[src/rtl/pipe_pkg.sv]
// Shared types and width defaults for the pipeline stage registers.
package pipe_pkg;

    typedef struct packed {
        logic mem_to_reg;
        logic pc_src;
        logic reg_write;
        logic mem_write;
        logic valid;
    } ctrl_t;

    localparam ctrl_t CTRL_BUBBLE    = '0;
    localparam int    DATA_W_DEF     = 32;
    localparam int    REG_ADDR_W_DEF = 4;

endpackage

[src/rtl/pipe_reg_ce_clr.sv]
// Generic pipeline register with synchronous reset, clear-to-constant and clock enable.
module pipe_reg_ce_clr #(
    parameter int           W       = 1,
    parameter logic [W-1:0] CLR_VAL = '0
) (
    input  logic         clk,
    input  logic         rst_n,
    input  logic         en,
    input  logic         clr,
    input  logic [W-1:0] d,
    output logic [W-1:0] q
);

    // NOTE: sequential state uses non-blocking assignments so every register samples pre-edge values.
    always_ff @(posedge clk) begin
        if (!rst_n) begin
            q <= '0;
        end else if (clr) begin
            q <= CLR_VAL;
        end else if (en) begin
            q <= d;
        end
    end

endmodule

[src/rtl/pipe_em_stage.sv]
// Execute-to-Memory pipeline register with stall, flush, valid tracking and
// saturating bubble/stall performance counters.
module pipe_em_stage
    import pipe_pkg::*;
#(
    parameter int DATA_W     = DATA_W_DEF,
    parameter int REG_ADDR_W = REG_ADDR_W_DEF,
    parameter int CNT_W      = 16
) (
    input  logic                  clk,
    input  logic                  rst_n,
    input  logic                  stall_m,
    input  logic                  flush_m,
    input  logic                  valid_e,
    input  logic [DATA_W-1:0]     alu_result_e,
    input  logic [DATA_W-1:0]     write_data_e,
    input  logic [REG_ADDR_W-1:0] wa3_e,
    input  logic                  mem_to_reg_e,
    input  logic                  pc_src_e,
    input  logic                  reg_write_e,
    input  logic                  mem_write_e,
    output logic [DATA_W-1:0]     alu_out_m,
    output logic [DATA_W-1:0]     write_data_m,
    output logic [REG_ADDR_W-1:0] wa3_m,
    output logic                  mem_to_reg_m,
    output logic                  pc_src_m,
    output logic                  reg_write_m,
    output logic                  mem_write_m,
    output logic                  valid_m,
    output logic [CNT_W-1:0]      bubble_cnt,
    output logic [CNT_W-1:0]      stall_cnt
);

    localparam int DW = 2 * DATA_W + REG_ADDR_W;

    logic [DW-1:0] data_d, data_q;
    ctrl_t         ctrl_d, ctrl_q;
    logic [CNT_W-1:0] bubble_cnt_d, bubble_cnt_q;
    logic [CNT_W-1:0] stall_cnt_d, stall_cnt_q;
    logic bubble_inc, stall_inc;

    assign data_d = {alu_result_e, write_data_e, wa3_e};

    // Side-effecting controls are gated so an empty Execute slot can never commit.
    always_comb begin
        ctrl_d            = CTRL_BUBBLE;
        ctrl_d.mem_to_reg = mem_to_reg_e;
        ctrl_d.pc_src     = pc_src_e & valid_e;
        ctrl_d.reg_write  = reg_write_e & valid_e;
        ctrl_d.mem_write  = mem_write_e & valid_e;
        ctrl_d.valid      = valid_e;
    end

    pipe_reg_ce_clr #(
        .W       (DW),
        .CLR_VAL ('0)
    ) u_data_reg (
        .clk   (clk),
        .rst_n (rst_n),
        .en    (~stall_m | flush_m),
        .clr   (1'b0),
        .d     (data_d),
        .q     (data_q)
    );

    pipe_reg_ce_clr #(
        .W       ($bits(ctrl_t)),
        .CLR_VAL (CTRL_BUBBLE)
    ) u_ctrl_reg (
        .clk   (clk),
        .rst_n (rst_n),
        .en    (~stall_m),
        .clr   (flush_m),
        .d     (ctrl_d),
        .q     (ctrl_q)
    );

    assign bubble_inc = flush_m | (~stall_m & ~valid_e);
    assign stall_inc  = stall_m & ~flush_m;

    always_comb begin
        bubble_cnt_d = bubble_cnt_q;
        stall_cnt_d  = stall_cnt_q;
        if (bubble_inc && (bubble_cnt_q != '1)) begin
            bubble_cnt_d = bubble_cnt_q + CNT_W'(1);
        end
        if (stall_inc && (stall_cnt_q != '1)) begin
            stall_cnt_d = stall_cnt_q + CNT_W'(1);
        end
    end

    always_ff @(posedge clk) begin
        if (!rst_n) begin
            bubble_cnt_q <= '0;
            stall_cnt_q  <= '0;
        end else begin
            bubble_cnt_q <= bubble_cnt_d;
            stall_cnt_q  <= stall_cnt_d;
        end
    end

    assign {alu_out_m, write_data_m, wa3_m} = data_q;
    assign mem_to_reg_m = ctrl_q.mem_to_reg;
    assign pc_src_m     = ctrl_q.pc_src;
    assign reg_write_m  = ctrl_q.reg_write;
    assign mem_write_m  = ctrl_q.mem_write;
    assign valid_m      = ctrl_q.valid;
    assign bubble_cnt   = bubble_cnt_q;
    assign stall_cnt    = stall_cnt_q;

endmodule

[config.mk]
export PLATFORM = sky130hd
export DESIGN_NAME = pipe_em_stage
export DESIGN_NICKNAME = d
export VERILOG_FILES = /design/src/rtl/pipe_pkg.sv /design/src/rtl/pipe_reg_ce_clr.sv /design/src/rtl/pipe_em_stage.sv
export SDC_FILE = /design/constraint.sdc
export NUM_CORES = 1
export LEC_CHECK = 0
export CAP_MARGIN = 20
export CELL_PAD_IN_SITES_DETAIL_PLACEMENT = 1
export CELL_PAD_IN_SITES_GLOBAL_PLACEMENT = 2
export CORE_MARGIN = 2
export CORE_UTILIZATION = 24
export DETAILED_ROUTE_END_ITERATION = 7
export HOLD_SLACK_MARGIN = 0.03
export PLACE_DENSITY = 0.94
export SLEW_MARGIN = 20
export SYNTH_ARGS = -nofsm -noshare
export SYNTH_HDL_FRONTEND = slang
export SYNTH_SLANG_ARGS = --single-unit
[constraint.sdc]
create_clock -name clk -period 5.5 [get_ports clk]
set_clock_uncertainty 0.2 [all_clocks]
set_input_delay 1.1 -clock clk [delete_from_list [all_inputs] [get_ports clk]]
set_output_delay 1.1 -clock clk [all_outputs]
set_load 0.005 [all_outputs]
==> results of run 1 <==
## layout make-up
| type | count | area share [%] |
|---|---|---|
| clock buffers | 9 | 3.51 |
| repair buffers | 185 | 28.6 |
| well taps | 220 | 4.28 |
| clock inverters | 7 | 1.21 |
| multi-input cells | 366 | 29.4 |
| flip-flops and latches | 105 | 32.7 |
| inverters | 4 | 0.234 |
## registers in the layout (all words and copies together) (netlist names)
signal	count
stall_cnt	16
bubble_cnt	16
u_ctrl_reg.q	5
u_data_reg.q	68
## critical path, stage by stage
cell and delay [ps]:
clkdlybuf4s50_1 760, nand2b_4 480, or4_4 740, or4_1 500, a21oi_1 180
## worst paths after layout
| check | to | from | depth (start not counted) | slack (ps) |
|---|---|---|---|---|
| hold reg to reg | u_data_reg.q[1]$_SDFFE_PN0P_ | u_data_reg.q[1]$_SDFFE_PN0P_ | 2 | 260 |
| setup / recovery | stall_cnt[15]$_SDFFE_PN0P_ | stall_m | 5 | 1770 |
| setup reg to reg | stall_cnt[15]$_SDFFE_PN0P_ | stall_cnt[4]$_SDFFE_PN0P_ | 4 | 3260 |
| hold / removal | u_data_reg.q[1]$_SDFFE_PN0P_ | u_data_reg.q[1]$_SDFFE_PN0P_ | 2 | 260 |
## layer usage
layer / share of wire [%] / wire length, um / track usage [%] / vias up
met5: 0 / 0 / 0 / -
met4: 1.6 / 220 / 5.50 / 0
met3: 5.1 / 695 / 3.27 / 18
met1: 44 / 6010 / 17.7 / 1979
li1: - / - / - / 2076
met2: 49 / 6790 / 27.5 / 108
## cell usage after synthesis (all sizes together) (3+ instances only)
cell / number / share of area (%)
dfxtp: 105 / 51
nand4: 11 / 1.8
clkbuf: 28 / 2.5
nand2b: 11 / 1.9
o21ai: 10 / 1.2
nand3: 5 / 0.61
or4: 13 / 2.5
mux2i: 9 / 2.2
or3: 7 / 1.1
a22oi: 3 / 0.55
inv: 4 / 0.36
o31ai: 9 / 1.6
a21oi: 91 / 11
nor4: 3 / 0.46
o41ai: 3 / 0.64
nor2: 10 / 0.91
nor3: 3 / 0.36
buf: 4 / 0.64
nand2: 156 / 14
## kinds of logic (layout without fill, tap and decap cells)
logic type | count (synthesis) | in the layout | share of synthesized area, %
flip-flops | 105 | 105 | 51.0
AND/OR/NAND/NOR | 231 | 231 | 25.9
multiplexers | 9 | 9 | 2.18
adder cells (fa/ha/maj) | 2 | 2 | 0.607
buffers and inverters | 36 | 205 | 3.55
AO/OA/AOI/OAI | 124 | 124 | 16.8
## report_power, final
part / internal [mW] / total, mW / switching [mW]
clock network: 0.357 / 0.659 / 0.302
registers: 0.794 / 0.814 / 0.0200
logic: 0.126 / 0.210 / 0.0835
total: 1.28 / 1.68 / 0.405
## per-stage QoR
step / cells / hold WS (ps) / util [%]
floorplan: 507 / 248 / -
global placement: 879 / 239 / 36.6
detailed placement: 879 / 250 / 36.6
CTS: 895 / 261 / 38.4
global route: 896 / 278 / 38.5
finish: 896 / 256 / 38.5
==> reports/qor.txt, run 1 <==
Status: finished clean
Die Height: 135 um
Dominant synthesized flop cell: dfxtp_1
TritonCTS clock tree: done
Die W: 135 um
Port Buffers: 181
Static leakage: 2.32 nW
Fin nets: 750
Share of cells above drive strength 1: 4.14%
CTS H-Tree Depth: 3
Synth cell types: 40
Finished Cell Area: 6420 sq um
Synthesis-to-finish area growth: 55.7%
CP Class: input pin to register
Setup bufs post-CTS: 0
Synth Instances: 507
Final min period: 3730 ps
Syn avg cell area: 8.14 sq um
ANT nets after route: 0
Post_cts resized: 0
RSZ-0062 raised after global routing: no
Post-DP HPWL: 10.0 mm
Diodes inserted: 0
GP Congestion: 0.732
Dpl ws: 1340 ps
Drt via density: 4.67
Fin crit share: 67.8%
Setup TNS: 0 ps
Vias in the first global route: 4,590
Initial antenna violation count: 0
Setup WS post-layout: 1770 ps
Fin. max-slew vios: 0
Wirelength per Cell: 15.3 um
I/O Pins: 182
Asr flop ratio synth: 0%
GRT Total Usage: 15.2%
Max Cap Violations: 0
CP endpoint kind: register
# rows: 47
FF+latch count, synth: 105
Worst path arrival time: 3790 ps
Max IR drop VDD: 0.119 mV
Reg clk slew, reported paths: 70 ps
Filler Cell Count: 1,976
Most common cell after layout, fill and taps aside: clkdlybuf4s50_1
Synth Cell Area: 4130 sq um
Largest net degree at the start of global routing: 73
WP data required: 5560 ps
CTS Buf Count: 9
Final hold viol count: 0
Clock Latency Late Sink: 340 ps
EDFF count, synth: 0
Clock root buffer: clkbuf_16
Slew margin rel.: 37.3%
Initial drt markers: 107
Hold Crit Class: register to register
GRT Residual Overflow: 0
Post-synthesis sequential area ratio: 51.0%
Vias: 4,181
Clock Sink Count: 105
Placed instance area: 6120 sq um
Critical path launch point type: input pin
DRT Pass-1 Iters: 4
YS warnings: 0
PwrDens: 262 nW/um^2
Final Power: 1.68 mW
Hold-fix buffers at CTS: 0
Final setup vio count: 0
Syn nets: 586
Max Clk Rate: 0.268 GHz
Starting Density: 24.7%
Multi-input gate area: 1890 sq um
Final WL: 13.7 mm
Seq. cell area: 2100 sq um
Commonest cells after routing, fill and taps aside: 181 x clkdlybuf4s50_1, 156 x nand2_1, 105 x dfxtp_1, 91 x a21oi_1, 12 x or4_1
Remaining DRCs: 0
Die area: 18,300 sq um
First-pass GRT wire length: 22.4 mm
Worst-margin pin slew: 939 ps
Clock buffer depth: 2
Core area: 16,700 sq um
CP Max Fanout: 72
Note: power is estimated with default switching activity, not from simulation.
==> run 2, diff against run 1 <==
- CORE_UTILIZATION: 24 -> 20
- PLACE_DENSITY: 0.94 -> 0.84
- clock period: 5.5 -> 3.4 ns (I/O delays scaled with it)
==> run 2 against run 1 <==
Against the previous run: die area grew 19%; total power is 67% higher; sequential power grew 62%; setup slack got worse by 1100 ps; core utilization decreased by 6.0 points; clock-buffer cell count is 2 higher; design area increased by 2.2%; critical path depth stayed put; first-iteration DRC count up 70%; clock power increased by 75%.
==> reports/qor.txt, run 2 (synthesized netlist as in run 1, its figures left out) <==
Status: finished clean
Hold-fix buffers at CTS: 0 (unchanged)
Reg with most FFs: u_data_reg.q
GRT Total Usage: 12.5% (-2.8 points)
I/O Pins: 182 (unchanged)
Worst-margin pin slew: 639 ps (-301 ps)
Worst path arrival time: 2780 ps (-1010 ps)
Fin crit share: 79.2%
R2R setup slack: 1210 ps (-2050 ps)
Vias: 4,177 (-0.096%)
Clock root buffer: clkbuf_16
Max Cap Violations: 0 (unchanged)
Reg clk slew, reported paths: 80 ps (about the same)
Final WL: 13.8 mm (+0.82%)
GP Congestion: 0.716 (-2.2%)
Wirelength per Cell: 14.6 um (-4.9%)
Setup bufs post-CTS: 0 (unchanged)
WHS Endpoint: u_data_reg.q[56]$_SDFFE_PN0P_
Commonest cells after routing, fill and taps aside: 181 x clkdlybuf4s50_1, 156 x nand2_1, 105 x dfxtp_1, 91 x a21oi_1, 12 x or4_1
CP Class: input pin to register
Core area: 20,200 sq um (+21%)
Final min period: 2690 ps
Setup WS post-layout: 706 ps (-1070 ps)
Setup TNS: 0 ps (unchanged)
PwrDens: 428 nW/um^2 (+63%)
Die Height: 148 um (+9.3%)
Die area: 21,800 sq um (+19%)
Clock Sink Count: 105 (unchanged)
DRT Pass-1 Iters: 4 (unchanged)
Share of cells above drive strength 1: 4.56% (+0.42 points)
Slew margin rel.: 57.1% (+20 points)
Critical path launch point type: input pin
Hold path start: u_data_reg.q[56]$_SDFFE_PN0P_
CTS Buf Count: 9 (unchanged)
GRT Residual Overflow: 0 (unchanged)
Max Clk Rate: 0.371 GHz
Drt via density: 4.40 (-5.8%)
Critical path launch point: flush_m
Fin nets: 754 (+0.53%)
Initial antenna violation count: 0 (unchanged)
Initial drt markers: 182 (+70%)
CP endpoint kind: register
Vias in the first global route: 4,055 (-12%)
Final setup vio count: 0 (unchanged)
Die W: 148 um (+9.3%)
TritonCTS clock tree: done
Filler Cell Count: 2,360 (+19%)
CP Max Fanout: 15 (-79%)
Max reg flops: 68 (unchanged)
Clock Latency Late Sink: 350 ps (about the same)
Post-DP HPWL: 9.62 mm (-4.1%)
Starting Density: 20.4% (-4.3 points)
First-pass GRT wire length: 21.6 mm (-3.5%)
Diodes inserted: 0 (unchanged)
WP data required: 3490 ps (-2070 ps)
Clock buffer depth: 2 (unchanged)
Dpl ws: 342 ps (-995 ps)
Final hold viol count: 0 (unchanged)
Port Buffers: 181 (unchanged)
RSZ-0062 raised after global routing: no
Largest net degree at the start of global routing: 66 (-9.6%)
R2R depth: 6 (+2)
Hold Crit Class: register to register
Remaining DRCs: 0 (unchanged)
Static leakage: 2.36 nW (+1.8%)
# rows: 52 (+11%)
Fin. max-slew vios: 0 (unchanged)
Max IR drop VDD: 0.216 mV (+81%)
Hold depth: 2 (unchanged)
Reg2reg end: bubble_cnt[1]$_SDFFE_PN0P_
ANT nets after route: 0 (unchanged)
Post_cts resized: 0 (unchanged)
CTS H-Tree Depth: 3 (unchanged)
Most common cell after layout, fill and taps aside: clkdlybuf4s50_1
Synthesis-to-finish area growth: 59.1%
RR Startpoint: bubble_cnt[0]$_SDFFE_PN0P_
-- run 2: layout make-up --
type / count / area [sq um] / area share, %
clock inverters: 5 / 78.8 / 1.20
well taps: 270 / 338 / 5.15
repair buffers: 189 / 1900 / 28.9
inverters: 4 / 15.0 / 0.229
multi-input cells: 366 / 1890 / 28.8
clock buffers: 11 / 243 / 3.70
flip-flops and latches: 105 / 2100 / 32.0
-- run 2: worst max path at each step --
stage               slack, ps  cells past startpoint                         end
floorplan                1070                      6  stall_cnt[14]$_SDFFE_PN0P_
global placement          370                      5  stall_cnt[14]$_SDFFE_PN0P_
detailed placement        340                      5  stall_cnt[14]$_SDFFE_PN0P_
CTS                       730                      5  stall_cnt[14]$_SDFFE_PN0P_
global route              640                      5  stall_cnt[14]$_SDFFE_PN0P_
finish                    710                      5  stall_cnt[14]$_SDFFE_PN0P_
-- run 2: metrics by stage --
step | utilization (%) | power, mW | area [sq um] | hold WS, ps | instances
2_1_floorplan | - | 1.45 | 4130 | 248 | 507
3_5_place_dp | 30.8 | 1.70 | 6240 | 244 | 934
3_3_place_gp | 30.8 | 1.69 | 6240 | 238 | 934
4_1_cts | 32.4 | 2.88 | 6560 | 255 | 950
5_1_grt | 32.4 | 2.96 | 6560 | 274 | 950
6_report | 32.4 | 2.81 | 6560 | 251 | 950
-- run 2: worst max-delay path, cell delays in order --
cell and delay (ps):
clkdlybuf4s50_1 560, nand2b_4 300, or4_1 660, or4_1 430, a21oi_1 150
-- run 2: layer usage --
layer,global-route usage [%],wire length (um),up-vias
met1,15.4,6130,1975
met3,4.72,1020,10
met4,2.74,119,0
li1,-,-,2087
met5,0,0,-
met2,20.8,6550,105
-- run 2: report_power, final --
group	total, mW	switching [mW]	leakage (nW)	internal [mW]
logic	0.347	0.137	1.34	0.210
registers	1.32	0.0304	0.863	1.28
clock network	1.15	0.481	0.159	0.666
total	2.81	0.648	2.36	2.16
